[src/rtl/dispatch_unit.sv]
// Dispatch unit: in-order FIFO between fetch/decode and the 7-entry compacting
// issue queue. Up to two instructions per cycle are accepted, and up to two
// per cycle are written to the issue queue, oldest first. A credit counter
// tracks free issue-queue slots so the queue is never overrun.
module dispatch_unit #(
  parameter int DATA_W     = 32,
  parameter int FIFO_DEPTH = 8,
  parameter int IQ_DEPTH   = 7
) (
  input  logic                          clk,
  input  logic                          resetn,
  input  logic                          flush,
  input  logic [1:0]                    fetch_valid,
  input  logic [DATA_W-1:0]             fetch_inst0,
  input  logic [DATA_W-1:0]             fetch_inst1,
  output logic                          fetch_ready,
  output logic [DATA_W-1:0]             iq_inst0,
  output logic [DATA_W-1:0]             iq_inst1,
  output logic [1:0]                    iq_wen,
  input  logic [7:0]                    iq_out_en,
  output logic [3:0]                    iq_free,
  output logic [$clog2(FIFO_DEPTH):0]   fifo_count
);

  localparam int PTR_W = $clog2(FIFO_DEPTH);
  localparam int CNT_W = PTR_W + 1;
  localparam logic [CNT_W-1:0] DEPTH_C = CNT_W'(FIFO_DEPTH);
  localparam logic [3:0]       IQ_MAX  = 4'(IQ_DEPTH);

  logic [DATA_W-1:0] mem_p0 [FIFO_DEPTH];
  logic [PTR_W-1:0]  rd_ptr_p0;
  logic [PTR_W-1:0]  wr_ptr_p0;
  logic [CNT_W-1:0]  count_p0;
  logic [3:0]        free_p0;

  logic [1:0]        push_n;
  logic [1:0]        pop_n;
  logic [3:0]        ret_n;
  logic [4:0]        credit_sum;
  logic [CNT_W-1:0]  space;
  logic              unused_out_en7;

  // Clamp the credit count to the issue-queue capacity.
  function automatic logic [3:0] sat_credit(input logic [4:0] sum);
    if (sum > 5'(IQ_DEPTH)) return IQ_MAX;
    else return sum[3:0];
  endfunction

  // Number of issue-queue entries released this cycle.
  function automatic logic [3:0] popcnt7(input logic [6:0] v);
    logic [3:0] c;
    c = '0;
    for (int i = 0; i < 7; i++) c = c + 4'(v[i]);
    return c;
  endfunction

  // Entry 7 of the release vector does not exist in a 7-entry queue.
  assign unused_out_en7 = iq_out_en[7];

  assign space       = DEPTH_C - count_p0;
  assign fetch_ready = (space >= CNT_W'(2));
  assign fifo_count  = count_p0;
  assign iq_free     = free_p0;

  // Push and dispatch counts from registered state; flush suppresses both.
  always_comb begin
    push_n = 2'd0;
    if (fetch_ready && !flush) begin
      case (fetch_valid)
        2'b01:   push_n = 2'd1;
        2'b11:   push_n = 2'd2;
        default: push_n = 2'd0;
      endcase
    end
    pop_n = 2'd2;
    if (32'(count_p0) < 32'(pop_n)) pop_n = count_p0[1:0];
    if (32'(free_p0) < 32'(pop_n))  pop_n = free_p0[1:0];
    if (flush) pop_n = 2'd0;
    ret_n      = popcnt7(iq_out_en[6:0]);
    credit_sum = 5'(free_p0) + 5'(ret_n) - 5'(pop_n);
  end

  // Issue-queue write port: n=1 -> 01, n=2 -> 11, unused lanes forced to zero.
  always_comb begin
    iq_wen   = {pop_n[1], |pop_n};
    iq_inst0 = iq_wen[0] ? mem_p0[rd_ptr_p0] : '0;
    iq_inst1 = iq_wen[1] ? mem_p0[rd_ptr_p0 + PTR_W'(1)] : '0;
  end

  // Control state: pointers, occupancy and credits; flush wins over everything.
  always_ff @(posedge clk or negedge resetn) begin
    if (!resetn) begin
      rd_ptr_p0 <= '0;
      wr_ptr_p0 <= '0;
      count_p0  <= '0;
      free_p0   <= IQ_MAX;
    end else if (flush) begin
      rd_ptr_p0 <= '0;
      wr_ptr_p0 <= '0;
      count_p0  <= '0;
      free_p0   <= IQ_MAX;
    end else begin
      rd_ptr_p0 <= rd_ptr_p0 + PTR_W'(pop_n);
      wr_ptr_p0 <= wr_ptr_p0 + PTR_W'(push_n);
      count_p0  <= count_p0 + CNT_W'(push_n) - CNT_W'(pop_n);
      free_p0   <= sat_credit(credit_sum);
    end
  end

  // FIFO storage: written in fetch order, never reset.
  always_ff @(posedge clk) begin
    if (push_n != 2'd0) mem_p0[wr_ptr_p0] <= fetch_inst0;
    if (push_n == 2'd2) mem_p0[wr_ptr_p0 + PTR_W'(1)] <= fetch_inst1;
  end

`ifndef SYNTHESIS
  // Releasing more entries than were ever dispatched is an issue-queue protocol error.
  always @(posedge clk) begin
    if (resetn && !flush)
      assert (credit_sum <= 5'(IQ_DEPTH))
        else $error("dispatch_unit: credit overflow %0d", credit_sum);
  end
`endif

endmodule

[config.mk]
export PLATFORM = sky130hd
export DESIGN_NAME = dispatch_unit
export DESIGN_NICKNAME = d
export VERILOG_FILES = /design/src/rtl/dispatch_unit.sv
export SDC_FILE = /design/constraint.sdc
export NUM_CORES = 1
export LEC_CHECK = 0
export CORE_MARGIN = 2
export CORE_UTILIZATION = 35
export CTS_CLUSTER_SIZE = 30
export DETAILED_ROUTE_END_ITERATION = 10
export SLEW_MARGIN = 20
export SYNTH_ARGS = -nofsm -noshare
export SYNTH_HDL_FRONTEND = slang
export SYNTH_SLANG_ARGS = --single-unit
[constraint.sdc]
create_clock -name clk -period 6.45 [get_ports clk]
set_clock_uncertainty 0.15 [all_clocks]
set_input_delay 1.29 -clock clk [delete_from_list [all_inputs] [get_ports clk]]
set_output_delay 1.29 -clock clk [all_outputs]
set_load 0.03 [all_outputs]
# After elaboration in Yosys (flattened, before gate mapping)
# Memories as Yosys holds them, arrays and structs flattened.
# Cells that the tools add are included.
# op_classes
mux,16
order_cmp,4
n_eq_ne,3
addsub,15
n_reduce_logical,4
# op_table
op,n
$mux 32,2
$add 4x1->4,3
$mux 4,3
$mux 2,4
$add 3x1->3 const B,2
$add 3x2->3,2
$mux 3,2
$add 4x4->5,1
$gt 5x3->1 const B,1
$sub 5x2->5,1
$add 3x1->4,1
$add 4x2->4,1
$eq 2x2->1 const B,2
$ge 4x2->1 const B,1
$lt 4x2->1,1
$lt 4x2->1 const B,1
$mux 1,4
$pmux 2 s2,1
$sub 4x2->4,1
$sub 4x4->4 const A,1
$add 2x1->3,1
$add 1x1->2,1
$eq 2x1->1 const B,1
$reduce_bool 2->1,1
3 further kinds,3
# word_totals
ramBits,256
n_memories,1
reg_bits,14
wordCells,47
input_bits,77
out_inout_bits,75
# mem_list
name,depth,width,rd,rd_clocked_by_memory_dff,wr,line,source
mem_p0,8,32,2,0,2,30,logic [DATA_W-1:0] mem_p0 [FIFO_DEPTH];

# Depth between registers and ports, before layout
# logic_depth
word_depth,11
depth_mapped,18
mapped_depth_nobuf,18

# Least setup slack after synthesis
# OpenSTA, ideal clock, no wires.
# synth_path
kind,reg-to-reg
start,"register count_p0[2], in the netlist fifo_count[2]"
end,"register free_p0[2], in the netlist iq_free[2]"
setup_slack_ns,1.603
t_arrival_ns,4.603
period_less_slack_ns,4.847
n_path_buf,0
stages_incl_launch_ff,18
setup_ns,0.094
path_cell_list,dfrtp_1 -> inv_1 -> ha_1 -> nor2b_1 -> ha_1 -> nor3b_1 -> o32a_1 -> and2_1 -> ha_1 -> fa_1 -> fa_1 -> inv_1 -> ha_1 -> fa_1 -> a21o_1 -> a21oi_1 -> xnor2_1 -> or4_1
# synth_between
elab_chain_len,9
# synth_lines
element,line,source
start: declaration,33,logic [CNT_W-1:0] count_p0;
start signal: assignment,105,count_p0 <= count_p0 + CNT_W'(push_n) - CNT_W'(pop_n);
$lt 4x2->1 *,76,if (32'(count_p0) < 32'(pop_n)) pop_n = count_p0[1:0];
$mux 2 *,76,
$lt 4x2->1,77,if (32'(free_p0) < 32'(pop_n)) pop_n = free_p0[1:0];
$mux 2 *,77,
$mux 2 *,78,if (flush) pop_n = 2'd0;
$sub 5x2->5 *,80,credit_sum = 5'(free_p0) + 5'(ret_n) - 5'(pop_n);
$gt 5x3->1,45,if (sum > 5'(IQ_DEPTH)) return IQ_MAX;
$mux 4 *,45,
$mux 4 *,97,end else if (flush) begin
end signal: assignment,106,free_p0 <= sat_credit(credit_sum);
end: declaration,34,logic [3:0] free_p0;
# Every way passes the cells marked *; elsewhere a longest branch is shown, timed or not.

# Worst setup path in the final report
# layout_path
start,register rd_ptr_p0[1]
end,output iq_inst0[31]
# layout_between
elab_chain_len,2
# layout_lines
element,line,source
start: declaration,31,logic [PTR_W-1:0] rd_ptr_p0;
start signal: assignment,103,rd_ptr_p0 <= rd_ptr_p0 + PTR_W'(pop_n);
$mem_v2 8x32,n/a,
$mux 32,86,iq_inst0 = iq_wen[0] ? mem_p0[rd_ptr_p0] : '0;
end: declaration,17,"output logic [DATA_W-1:0] iq_inst0,"
# No other way between the ends.

==> summary.md <==
| Metric | Value |
|---|---|
| Outcome | completed |
| Slew headroom | 40.5% |
| Critical path depth | 5 |
| CTS root buffer | clkbuf_16 |
| Mapped Area | 16300 um2 |
| Num rows | 79 |
| Max Slew Vio Count | 0 |
| Setup violations, final | 0 |
| Starting density of the core | 35.3% |
| Pre-CTS setup slack | 1170 ps |
| Crit Path Class | register to output pin |
| Synth async-reset ratio | 5.19% |
| Setup TNS | 0 ps |
| Synth-to-Final Area Change | 19.7% |
| Total gr overflow | 0 |
| Yosys warning total | 0 |
| Crit-path cells | buf_4 -> mux4_2 -> mux2i_1 -> nor2_1 -> clkdlybuf4s50_1 |
| Cts hold-fix bufs | 0 |
| Hold Violations, Final | 0 |
| Gr usage total | 19.2% |
| Final ANT Viol Nets | 0 |
| FF-to-FF Start | fifo_count[2] |
| First-pass GRT wire length | 68000 um |
| Hold Path Class | register to register |
| Top cells by count, synth | 256 x edfxtp_1, 231 x mux2_2, 128 x mux4_2 |
| Critical path endpoint category | output pin |
| Pin count of the biggest net entering global routing | 55 |
| DR vias | 9961 |
| Minimum clock period | 5390 ps |
| Core ar. | 46300 um2 |
| Clock Pin Slew Worst Setup and Hold Paths | 60 ps |
| Die ar. | 48300 um2 |
| Peak VDD IR | 0.207 mV |
| Routed wire per std cell | 25.2 um |
| CP top delay family | buffers and inverters |
| Period utilization | 83.6% |
| Number of global-route vias before repair | 10424 |
| Port Buffers | 150 |
| Syn avg cell area | 15.7 um2 |
| Post-synth EDFFs | 256 |
| Via-per-instance ratio | 5.49 |
| Worst Path Arrival | 3950 ps |
| CP Max Fanout | 38 |
| Die height | 220 um |
| Synth Net Count | 1149 |
| R2R Setup Slk | 1420 ps |
| Setup crit start kind | register |
| RSZ-0062 raised after global routing | false |
| Inserted Clock Buffers | 31 |
| CTS max path bufs | 3 |
| Clk Latency, worst-skew pair | 570 ps |
| DRC viols | 0 |
| Actual slew at the worst max-slew pin | 892 ps |
| Post-CTS setup buffers | 0 |
| Setup slack after layout | 1060 ps |
| Die W | 220 um |
| TritonCTS clock tree | built |
| Placer Congestion | 0.726 |
| Start point of the critical path | rd_ptr_p0[1] |
| Maxcap violations | 0 |
| Critical path capture point | iq_inst0[31] |
| Ys flop type | edfxtp_1 |
| Worst R2R Path Depth | 17 |
| CTS H-Tree Depth | 1 |
| Max stage delay on crit path | 840 ps |
| Share of the synthesized area in the top cell type | 47.1% |
| CTS sink count | 270 |
| Layout cells sized above 1 | 38.4% |
| Fmax | 185 MHz |
| DP HPWL | 26900 um |
| Sequential fraction of the synthesis area | 49.3% |
| Synthesized instance count | 1039 |
| Largest cells by area after synthesis | edfxtp_1 47%, mux4_2 18%, mux2_2 16% |
| IO Count | 152 |
| Cts repair resizes | 0 |
| Final wirelength | 45700 um |
| Leakage | 0.00636 uW |
| Synth unique cells | 47 |
| Count leader, synth | edfxtp_1 |
| WP buf/inv | 2 |
| Initial antenna violation count | 8 |
| Worst EP required | 5010 ps |
| Slowest CP cell | dfrtp_4 |
| Fillers | 4166 |
| R2R Path End | iq_free[2] |
| Number of synthesized register bits | 270 |
| Final net count | 1291 |
| Starting DRC count in detailed routing | 696 |
| Drt first pass iters | 5 |
| Cell taking the most area after synthesis | edfxtp_1 |
| PD cells | 334 nW/um2 |
-- cell type report --
| cell class | count | area, um2 | area share (%) |
|---|---|---|---|
| Clock buffer | 41 | 843 | 4.32 |
| Timing Repair Buffer | 181 | 1730 | 8.88 |
| Sequential cell | 270 | 8050 | 41.2 |
| Multi-Input combinational cell | 667 | 7920 | 40.6 |
| Tap cell | 607 | 759 | 3.89 |
| Antenna cell | 4 | 10.0 | 0.0513 |
| Clock inverter | 13 | 88.8 | 0.455 |
| Inverter | 30 | 113 | 0.577 |
-- registers in the layout, summed over array words and instances (netlist names) --
| signal | flops |
|---|---|
| iq_free | 4 |
| wr_ptr_p0 | 3 |
| fifo_count | 4 |
| mem_p0 | 256 |
| rd_ptr_p0 | 3 |
-- kinds of logic (layout without fill, tap and decap cells) --
group,Yosys count,in the layout,synth area share (%)
AOI/OAI and AO/OA,60,60,2.50
other,1,5,0.0230
and+or+nand+nor,142,142,3.88
muxes,416,416,37.3
xor gates and xnor gates,15,15,0.852
adders and majority gates,33,33,2.95
buffers and inverters,102,265,3.15
DFF,270,270,49.3
-- layer usage --
layer  share of wire, %  global-route usage [%]  up-vias
met5               0.11                       0        -
met4                2.3                    5.48        8
met3                5.1                    2.76       74
met2                 49                    32.4      271
met1                 43                    25.7     5199
li1                   -                       -     4409
-- worst reg2reg max path: cells and delay by family, from the launching register on --
kind / cells / cell delay, ps
adders and majority gates: 7 / 2390
DFF: 1 / 430
buffers and inverters: 2 / 130
and+or+nand+nor: 4 / 1120
AOI/OAI and AO/OA: 3 / 620
xor gates and xnor gates: 1 / 110
-- power breakdown --
group,switching [uW],internal [uW]
clock,709,946
combinational,1500,1180
sequential,122,2060
total,2330,4190
-- per-stage QoR --
stage	area [um2]	hold slack [ps]	total power [uW]	utilization (%)	cells
final	19500	585	6520	42.2	1813
after floorplan	16300	462	4000	-	1039
after global placement	18600	546	4920	40.2	1755
after CTS	19500	585	6600	42.2	1809
after detailed placement	18600	571	4940	40.2	1755
after global routing	19500	650	6840	42.2	1813
-- layout by cell type, fill, tap and decap left out, types with 24 or more instances in the layout --
cell and count:
a21oi_1 36, buf_4 31, clkbuf_16 31, clkdlybuf4s50_1 150, edfxtp_1 256, inv_1 30
mux2_1 24, mux2_2 231, mux2i_1 32, mux4_2 128, nand2_1 65, nor2_1 42
-- how the worst min path moves through the flow --
stage                             from      endpoint  slack [ps]  depth (start not counted)
final                     wr_ptr_p0[2]  wr_ptr_p0[2]         590                          2
after global routing      wr_ptr_p0[2]  wr_ptr_p0[2]         650                          2
after CTS                 wr_ptr_p0[2]  wr_ptr_p0[2]         590                          2
after detailed placement  wr_ptr_p0[2]  wr_ptr_p0[2]         570                          2
after global placement    wr_ptr_p0[2]  wr_ptr_p0[2]         550                          2
after floorplan           wr_ptr_p0[0]  wr_ptr_p0[0]         460                          2
Note: power is estimated with default switching activity, not from simulation.
